### src/rtl/decode_stage.sv
// Registered RV32I/RV32IM decode stage between fetch and execute.
// Every accepted beat is decoded combinationally and captured in an output
// register; an optional skid register holds a second decoded entry so that
// execute back-pressure never drops a fetch beat.
module decode_stage #(
  parameter int XLEN     = 32,
  parameter bit ENABLE_M = 1'b1,
  parameter bit SKID     = 1'b1
) (
  input  logic            clk,
  input  logic            rst_n,
  input  logic            flush,
  input  logic            in_valid,
  output logic            in_ready,
  input  logic [31:0]     in_instr,
  input  logic [XLEN-1:0] in_pc,
  output logic            out_valid,
  input  logic            out_ready,
  output logic [XLEN-1:0] out_pc,
  output logic [31:0]     out_instr,
  output logic [4:0]      rd,
  output logic [4:0]      rs1,
  output logic [4:0]      rs2,
  output logic [31:0]     imm,
  output logic [4:0]      alu_op,
  output logic            rd_we,
  output logic            uses_rs1,
  output logic            uses_rs2,
  output logic            illegal
);

  localparam logic [4:0] ALU_AND    = 5'b00000;
  localparam logic [4:0] ALU_OR     = 5'b00001;
  localparam logic [4:0] ALU_ADD    = 5'b00010;
  localparam logic [4:0] ALU_XOR    = 5'b00011;
  localparam logic [4:0] ALU_SLL    = 5'b00100;
  localparam logic [4:0] ALU_SRL    = 5'b00101;
  localparam logic [4:0] ALU_SUB    = 5'b00110;
  localparam logic [4:0] ALU_SLT    = 5'b00111;
  localparam logic [4:0] ALU_SLTU   = 5'b01000;
  localparam logic [4:0] ALU_MUL    = 5'b01001;
  localparam logic [4:0] ALU_MULH   = 5'b01010;
  localparam logic [4:0] ALU_MULHSU = 5'b01011;
  localparam logic [4:0] ALU_MULHU  = 5'b01100;
  localparam logic [4:0] ALU_DIV    = 5'b01101;
  localparam logic [4:0] ALU_DIVU   = 5'b01110;
  localparam logic [4:0] ALU_REM    = 5'b01111;
  localparam logic [4:0] ALU_SRA    = 5'b10000;
  localparam logic [4:0] ALU_REMU   = 5'b10001;

  localparam logic [6:0] OPC_OP     = 7'b0110011;
  localparam logic [6:0] OPC_OP_IMM = 7'b0010011;
  localparam logic [6:0] OPC_LOAD   = 7'b0000011;
  localparam logic [6:0] OPC_STORE  = 7'b0100011;
  localparam logic [6:0] OPC_BRANCH = 7'b1100011;
  localparam logic [6:0] OPC_JALR   = 7'b1100111;
  localparam logic [6:0] OPC_JAL    = 7'b1101111;
  localparam logic [6:0] OPC_LUI    = 7'b0110111;
  localparam logic [6:0] OPC_AUIPC  = 7'b0010111;

  typedef struct packed {
    logic [XLEN-1:0] pc;
    logic [31:0]     instr;
    logic [4:0]      rd;
    logic [4:0]      rs1;
    logic [4:0]      rs2;
    logic [31:0]     imm;
    logic [4:0]      alu_op;
    logic            rd_we;
    logic            uses_rs1;
    logic            uses_rs2;
    logic            illegal;
  } entry_t;

  typedef enum logic [1:0] {ST_EMPTY, ST_ONE, ST_TWO} state_t;

  // Base integer op selected by funct3 (shared by OP and OP-IMM).
  function automatic logic [4:0] base_op(input logic [2:0] f3);
    case (f3)
      3'b000:  base_op = ALU_ADD;
      3'b001:  base_op = ALU_SLL;
      3'b010:  base_op = ALU_SLT;
      3'b011:  base_op = ALU_SLTU;
      3'b100:  base_op = ALU_XOR;
      3'b101:  base_op = ALU_SRL;
      3'b110:  base_op = ALU_OR;
      default: base_op = ALU_AND;
    endcase
  endfunction

  // M-extension op selected by funct3.
  function automatic logic [4:0] m_op(input logic [2:0] f3);
    case (f3)
      3'b000:  m_op = ALU_MUL;
      3'b001:  m_op = ALU_MULH;
      3'b010:  m_op = ALU_MULHSU;
      3'b011:  m_op = ALU_MULHU;
      3'b100:  m_op = ALU_DIV;
      3'b101:  m_op = ALU_DIVU;
      3'b110:  m_op = ALU_REM;
      default: m_op = ALU_REMU;
    endcase
  endfunction

  logic [6:0]  opcode;
  logic [2:0]  funct3;
  logic [6:0]  funct7;
  logic [31:0] imm_i, imm_s, imm_b, imm_u, imm_j;

  assign opcode = in_instr[6:0];
  assign funct3 = in_instr[14:12];
  assign funct7 = in_instr[31:25];
  assign imm_i  = {{20{in_instr[31]}}, in_instr[31:20]};
  assign imm_s  = {{20{in_instr[31]}}, in_instr[31:25], in_instr[11:7]};
  assign imm_b  = {{19{in_instr[31]}}, in_instr[31], in_instr[7], in_instr[30:25], in_instr[11:8], 1'b0};
  assign imm_u  = {in_instr[31:12], 12'b0};
  assign imm_j  = {{11{in_instr[31]}}, in_instr[31], in_instr[19:12], in_instr[20], in_instr[30:21], 1'b0};

  logic        dec_legal, dec_writes, dec_use1, dec_use2;
  logic [4:0]  dec_alu;
  logic [31:0] dec_imm;
  entry_t      dec;

  // Classify the incoming instruction; opcodes with [1:0] != 11 fall to default.
  always_comb begin
    dec_legal  = 1'b0;
    dec_writes = 1'b0;
    dec_use1   = 1'b0;
    dec_use2   = 1'b0;
    dec_alu    = ALU_ADD;
    dec_imm    = 32'b0;
    case (opcode)
      OPC_OP: begin
        dec_writes = 1'b1;
        dec_use1   = 1'b1;
        dec_use2   = 1'b1;
        case (funct7)
          7'b0000000: begin
            dec_legal = 1'b1;
            dec_alu   = base_op(funct3);
          end
          7'b0100000: begin
            if (funct3 == 3'b000) begin
              dec_legal = 1'b1;
              dec_alu   = ALU_SUB;
            end else if (funct3 == 3'b101) begin
              dec_legal = 1'b1;
              dec_alu   = ALU_SRA;
            end
          end
          7'b0000001: begin
            dec_legal = ENABLE_M;
            dec_alu   = m_op(funct3);
          end
          default: dec_legal = 1'b0;
        endcase
      end
      OPC_OP_IMM: begin
        dec_writes = 1'b1;
        dec_use1   = 1'b1;
        dec_imm    = imm_i;
        case (funct3)
          3'b001: begin
            dec_legal = (funct7 == 7'b0000000);
            dec_alu   = ALU_SLL;
          end
          3'b101: begin
            dec_legal = (funct7 == 7'b0000000) || (funct7 == 7'b0100000);
            dec_alu   = funct7[5] ? ALU_SRA : ALU_SRL;
          end
          default: begin
            dec_legal = 1'b1;
            dec_alu   = base_op(funct3);
          end
        endcase
      end
      OPC_LOAD: begin
        dec_legal  = !(funct3 == 3'b011 || funct3 == 3'b110 || funct3 == 3'b111);
        dec_writes = 1'b1;
        dec_use1   = 1'b1;
        dec_imm    = imm_i;
      end
      OPC_STORE: begin
        dec_legal = (funct3 < 3'b011);
        dec_use1  = 1'b1;
        dec_use2  = 1'b1;
        dec_imm   = imm_s;
      end
      OPC_BRANCH: begin
        dec_legal = !(funct3 == 3'b010 || funct3 == 3'b011);
        dec_use1  = 1'b1;
        dec_use2  = 1'b1;
        dec_alu   = ALU_SUB;
        dec_imm   = imm_b;
      end
      OPC_JALR: begin
        dec_legal  = (funct3 == 3'b000);
        dec_writes = 1'b1;
        dec_use1   = 1'b1;
        dec_imm    = imm_i;
      end
      OPC_JAL: begin
        dec_legal  = 1'b1;
        dec_writes = 1'b1;
        dec_imm    = imm_j;
      end
      OPC_LUI, OPC_AUIPC: begin
        dec_legal  = 1'b1;
        dec_writes = 1'b1;
        dec_imm    = imm_u;
      end
      default: dec_legal = 1'b0;
    endcase
  end

  // Illegal encodings keep their raw fields but lose every side effect.
  always_comb begin
    dec.pc       = in_pc;
    dec.instr    = in_instr;
    dec.rd       = in_instr[11:7];
    dec.rs1      = in_instr[19:15];
    dec.rs2      = in_instr[24:20];
    dec.illegal  = !dec_legal;
    dec.imm      = dec_legal ? dec_imm : 32'b0;
    dec.alu_op   = dec_legal ? dec_alu : ALU_ADD;
    dec.rd_we    = dec_legal && dec_writes && (in_instr[11:7] != 5'd0);
    dec.uses_rs1 = dec_legal && dec_use1;
    dec.uses_rs2 = dec_legal && dec_use2;
  end

  state_t state_reg, state_next;
  entry_t out_reg, out_next;
  entry_t skid_reg, skid_next;
  logic   accept, pop;

  assign accept = in_valid && in_ready;
  assign pop    = (state_reg != ST_EMPTY) && out_ready;

  // Buffer next-state: load output, park in skid, or promote skid; flush wins.
  always_comb begin
    state_next = state_reg;
    out_next   = out_reg;
    skid_next  = skid_reg;
    if (flush) begin
      state_next = ST_EMPTY;
    end else begin
      case (state_reg)
        ST_EMPTY: begin
          if (accept) begin
            state_next = ST_ONE;
            out_next   = dec;
          end
        end
        ST_ONE: begin
          if (accept && pop) begin
            out_next = dec;
          end else if (accept && SKID) begin
            state_next = ST_TWO;
            skid_next  = dec;
          end else if (pop) begin
            state_next = ST_EMPTY;
          end
        end
        ST_TWO: begin
          if (pop) begin
            state_next = ST_ONE;
            out_next   = skid_reg;
          end
        end
        default: state_next = ST_EMPTY;
      endcase
    end
  end

  // State and entry registers; reset leaves an ADD-coded empty entry.
  always_ff @(posedge clk) begin
    if (!rst_n) begin
      state_reg        <= ST_EMPTY;
      out_reg          <= '0;
      out_reg.alu_op   <= ALU_ADD;
      skid_reg         <= '0;
      skid_reg.alu_op  <= ALU_ADD;
    end else begin
      state_reg <= state_next;
      out_reg   <= out_next;
      skid_reg  <= skid_next;
    end
  end

  generate
    if (SKID) begin : g_skid_ready
      logic ready_reg;
      // Registered ready: low only while the buffer will hold two entries.
      always_ff @(posedge clk) begin
        if (!rst_n) ready_reg <= 1'b1;
        else        ready_reg <= (state_next != ST_TWO);
      end
      assign in_ready = rst_n && ready_reg;
    end else begin : g_comb_ready
      assign in_ready = rst_n && ((state_reg == ST_EMPTY) || out_ready);
    end
  endgenerate

  assign out_valid = (state_reg != ST_EMPTY);
  assign out_pc    = out_reg.pc;
  assign out_instr = out_reg.instr;
  assign rd        = out_reg.rd;
  assign rs1       = out_reg.rs1;
  assign rs2       = out_reg.rs2;
  assign imm       = out_reg.imm;
  assign alu_op    = out_reg.alu_op;
  assign rd_we     = out_reg.rd_we;
  assign uses_rs1  = out_reg.uses_rs1;
  assign uses_rs2  = out_reg.uses_rs2;
  assign illegal   = out_reg.illegal;

endmodule

### config.mk
export PLATFORM = sky130hd
export DESIGN_NAME = decode_stage
export DESIGN_NICKNAME = d
export VERILOG_FILES = /design/src/rtl/decode_stage.sv
export SDC_FILE = /design/constraint.sdc
export NUM_CORES = 1
export LEC_CHECK = 0
export BUFFER_PORTS_ARGS = -buffer_cell sky130_fd_sc_hd__clkbuf_2
export CAP_MARGIN = 20
export CORE_AREA = 4 4 123 149
export DETAILED_ROUTE_END_ITERATION = 8
export DIE_AREA = 0 0 127 153
export PLACE_DENSITY = 0.82
export RECOVER_POWER = 100
export SETUP_SLACK_MARGIN = 0.4
export SLEW_MARGIN = 20
export SYNTH_ARGS = -nofsm -noshare
export SYNTH_HDL_FRONTEND = slang
export SYNTH_SLANG_ARGS = --single-unit
### constraint.sdc
create_clock -name clk -period 2.9 [get_ports clk]
set_clock_uncertainty 0.05 [all_clocks]
set_input_delay 0.145 -clock clk [delete_from_list [all_inputs] [get_ports clk]]
set_output_delay 0.145 -clock clk [all_outputs]
set_load 0.01 [all_outputs]
==> results.toml <==
[floorplan]
core_mm2 = 0.0168
die-area_mm2 = 0.0194
floorplan.initialDensity_pct = 54.6
io_pins = 191
die_h_um = 153
rows = 52
die_w_um = 127

[critical_path]
arrival_ps = 2910
r2r_cells = 6
critical_path.endpoint = "alu_op[1]"
start_kind = "input pin"
worstPathRequired_ps = 3220
r2r-start = "g_skid_ready.ready_reg"
reg2reg_slack_ps = 420
r2r_end = "skid_reg[32]"
critical_path.startpoint = "in_instr[26]"
worstSetupPathType = "in -> reg"
endpoint_kind = "flop"
path_max_fanout = 39

[global_routing]
grt_first_pass_wirelength_um = 43400
grt_pass1_vias = 8689
grt_usage_pct = 26.3
grt_max_degree = 150
grt_overflow = 0
antenna_found_initial = 0

[status]
outcome = "finished clean"

[detailed_routing]
route.detailed.drc = 0
dr.pass1.iters = 6
drt_iter0_drc = 862
antenna_left = 0
wl_um = 27200
wire_per_inst_um = 17.5
vias = 9282
via_per_inst = 5.97

[synth]
synth.top_cell.area_share_pct = 46.5
yosysMostFrequentCell = "nand2_1"
synthCells = 1156
async_flop_share_pct = 0
yosysWarnings = 0
yosysUniqueCellTypes = 57
syn_avg_cell_area_um2 = 7.93
synth-seq-area-share_pct = 46.5
synth_seq_cells = 213
mappedNetlistNets = 1225
synth-edff-count = 0
synth_top_area_cell = "dfxtp_1"
synth.area.top_cells = "dfxtp_1, nand2_1, a311oi_1, a21oi_1, nor2_1"
yosys_most_used_dff = "dfxtp_1"
synthesis.area_mm2 = 0.00917
synth_common_cells = "nand2_1, dfxtp_1, nor2_1"

[timing]
period_share_pct = 89.1
fin_crit_ps = 2590
tns_ps = 0
setup_viol = 0
final-hold-violation-count = 0
slew_headroom_pct = 33.3
tightest_slew_ps = 1000
max_freq_mhz = 387
rsz0062_at_grt = "false"
drv_slew = 0

[cells_and_area]
finish.net_count = 1393
drive_gt1_share_pct = 10.7
syn_to_final_growth_pct = 23.0
design_area_mm2 = 0.0113
largest_register_ffs = 105
num_antenna_cells = 0

[cts]
cts_tree = "done"
clockBufferDepth = 3
root_buffer = "clkbuf_16"
cts_buffers = 23
htreeDepth = 1
insertion_delay_ps = 500
clock_sinks = 213
clk_pin_slew_ps = 60

[run]
maxCapViolCount = 0

[power_and_ir_drop]
power_frac_comb_pct = 10.7
power.leakage_uw = 0.00426
pwr-share-clk_pct = 42.6
p_int_uw = 4970
ir_drop_mv = 0.483
switching_power_uw = 1640
netSwitchingFraction_pct = 24.8
p_per_area_mw_per_mm2 = 587
power_frac_seq_pct = 46.7

[placed_design]
post-dp-hpwl_um = 15900
gp_congestion = 0.915
io_buffers = 190
placed_area_mm2 = 0.0101

[hold_path]
hold_class = "in -> reg"
[worst max-delay path, cell delays in order]
cell           delay [ps]
dlygate4sd3_1         540
clkbuf_1              180
or4_1                 710
nor4_4                330
a2bb2oi_1             190
a31oi_4               240
buf_12                230
nor3b_1               240
o21ai_0               100
[power by group through the flow]
stage,Sequential (uW),Combinational [uW],Clock [uW]
after global routing,3100,778,2970
final,3090,709,2820
after CTS,3090,724,2870
after detailed placement,3150,657,0
after floorplan,3190,355,0
after global placement,3150,647,0
[per-stage QoR]
| step | std cells | util (%) | worst slack (ps) | total power, uW | hold WS (ps) |
|---|---|---|---|---|---|
| finish | 1555 | 67.2 | 315 | 6620 | 69.5 |
| global route | 1555 | 67.2 | 249 | 6840 | 75.1 |
| CTS | 1554 | 68.1 | 482 | 6680 | 34.0 |
| detailed placement | 1454 | 60.2 | 541 | 3810 | 338 |
| global placement | 1454 | 60.2 | 637 | 3790 | 335 |
| floorplan | 1156 | - | 838 | 3540 | 173 |
[metal layers]
metal | wire (um) | track usage [%]
met5 | 0 | 0
met4 | 1080 | 11.4
met3 | 1920 | 3.70
met2 | 13400 | 45.4
met1 | 10800 | 32.6
[cells in the final DEF (no fill, tap or decap), types with 3 or more instances in the layout]
| cell | instances |
|---|---|
| a21o_1 | 22 |
| inv_1 | 4 |
| clkbuf_1 | 129 |
| o32ai_1 | 3 |
| nand4_1 | 10 |
| o31ai_1 | 4 |
| clkbuf_16 | 23 |
| nand2b_1 | 6 |
| dfxtp_1 | 213 |
| a2bb2oi_1 | 3 |
| clkinv_2 | 4 |
| a311oi_1 | 65 |
| nand3b_1 | 3 |
| a22o_1 | 4 |
| xnor2_1 | 4 |
| or2_2 | 3 |
| clkbuf_2 | 69 |
| nand2_1 | 283 |
| nor2b_1 | 4 |
| nor3_1 | 6 |
| buf_12 | 4 |
| a221oi_1 | 30 |
| nor3b_1 | 3 |
| o21ai_0 | 50 |
| dlygate4sd3_1 | 60 |
| a32o_1 | 20 |
| buf_4 | 9 |
| a31oi_1 | 3 |
| or4_1 | 3 |
| a21oi_1 | 105 |
| buf_6 | 3 |
| clkbuf_8 | 5 |
| nor2_1 | 112 |
| and3b_1 | 3 |
| nand3_1 | 23 |
[worst min-delay path by stage]
stage | slack, ps | start | to | depth (start not counted)
4_1_cts | 30 | in_instr[6] | skid_reg[62] | 3
3_5_place_dp | 340 | in_pc[4] | skid_reg[92] | 3
5_1_grt | 80 | in_instr[30] | skid_reg[86] | 3
6_report | 70 | in_instr[6] | skid_reg[62] | 3
3_3_place_gp | 340 | flush | state_reg[0] | 2
2_1_floorplan | 170 | flush | state_reg[0] | 1
[cells by family (layout without fill, tap and decap cells)]
kind of cell              after synthesis  after routing  synth area share, %
AOI/OAI and AO/OA                     329            330                 24.8
xor gates and xnor gates                4              4                0.382
buffers and inverters                 133            315                 6.28
DFF                                   213            213                 46.5
muxes                                   3              3                0.355
and+or+nand+nor                       474            474                 21.7
[what timing repair did]
action	4_1_cts	5_1_grt
gates resized for setup	0	5
hold buffers	60	0
hold endpoints to repair	122	0
buffers inserted	0	0
setup endpoints to repair	0	39
[area by class of cell]
type                    instances  area, um2
fillers                      1432       5510
repair buffers                270       1600
multi-input cells             811       4390
clock buffers                  32        659
inverters                       5       21.3
well taps                     216        270
clock inverters                 8       75.1
flip-flops and latches        213       4260
No activity file was read; power rests on OpenSTA's default activity.
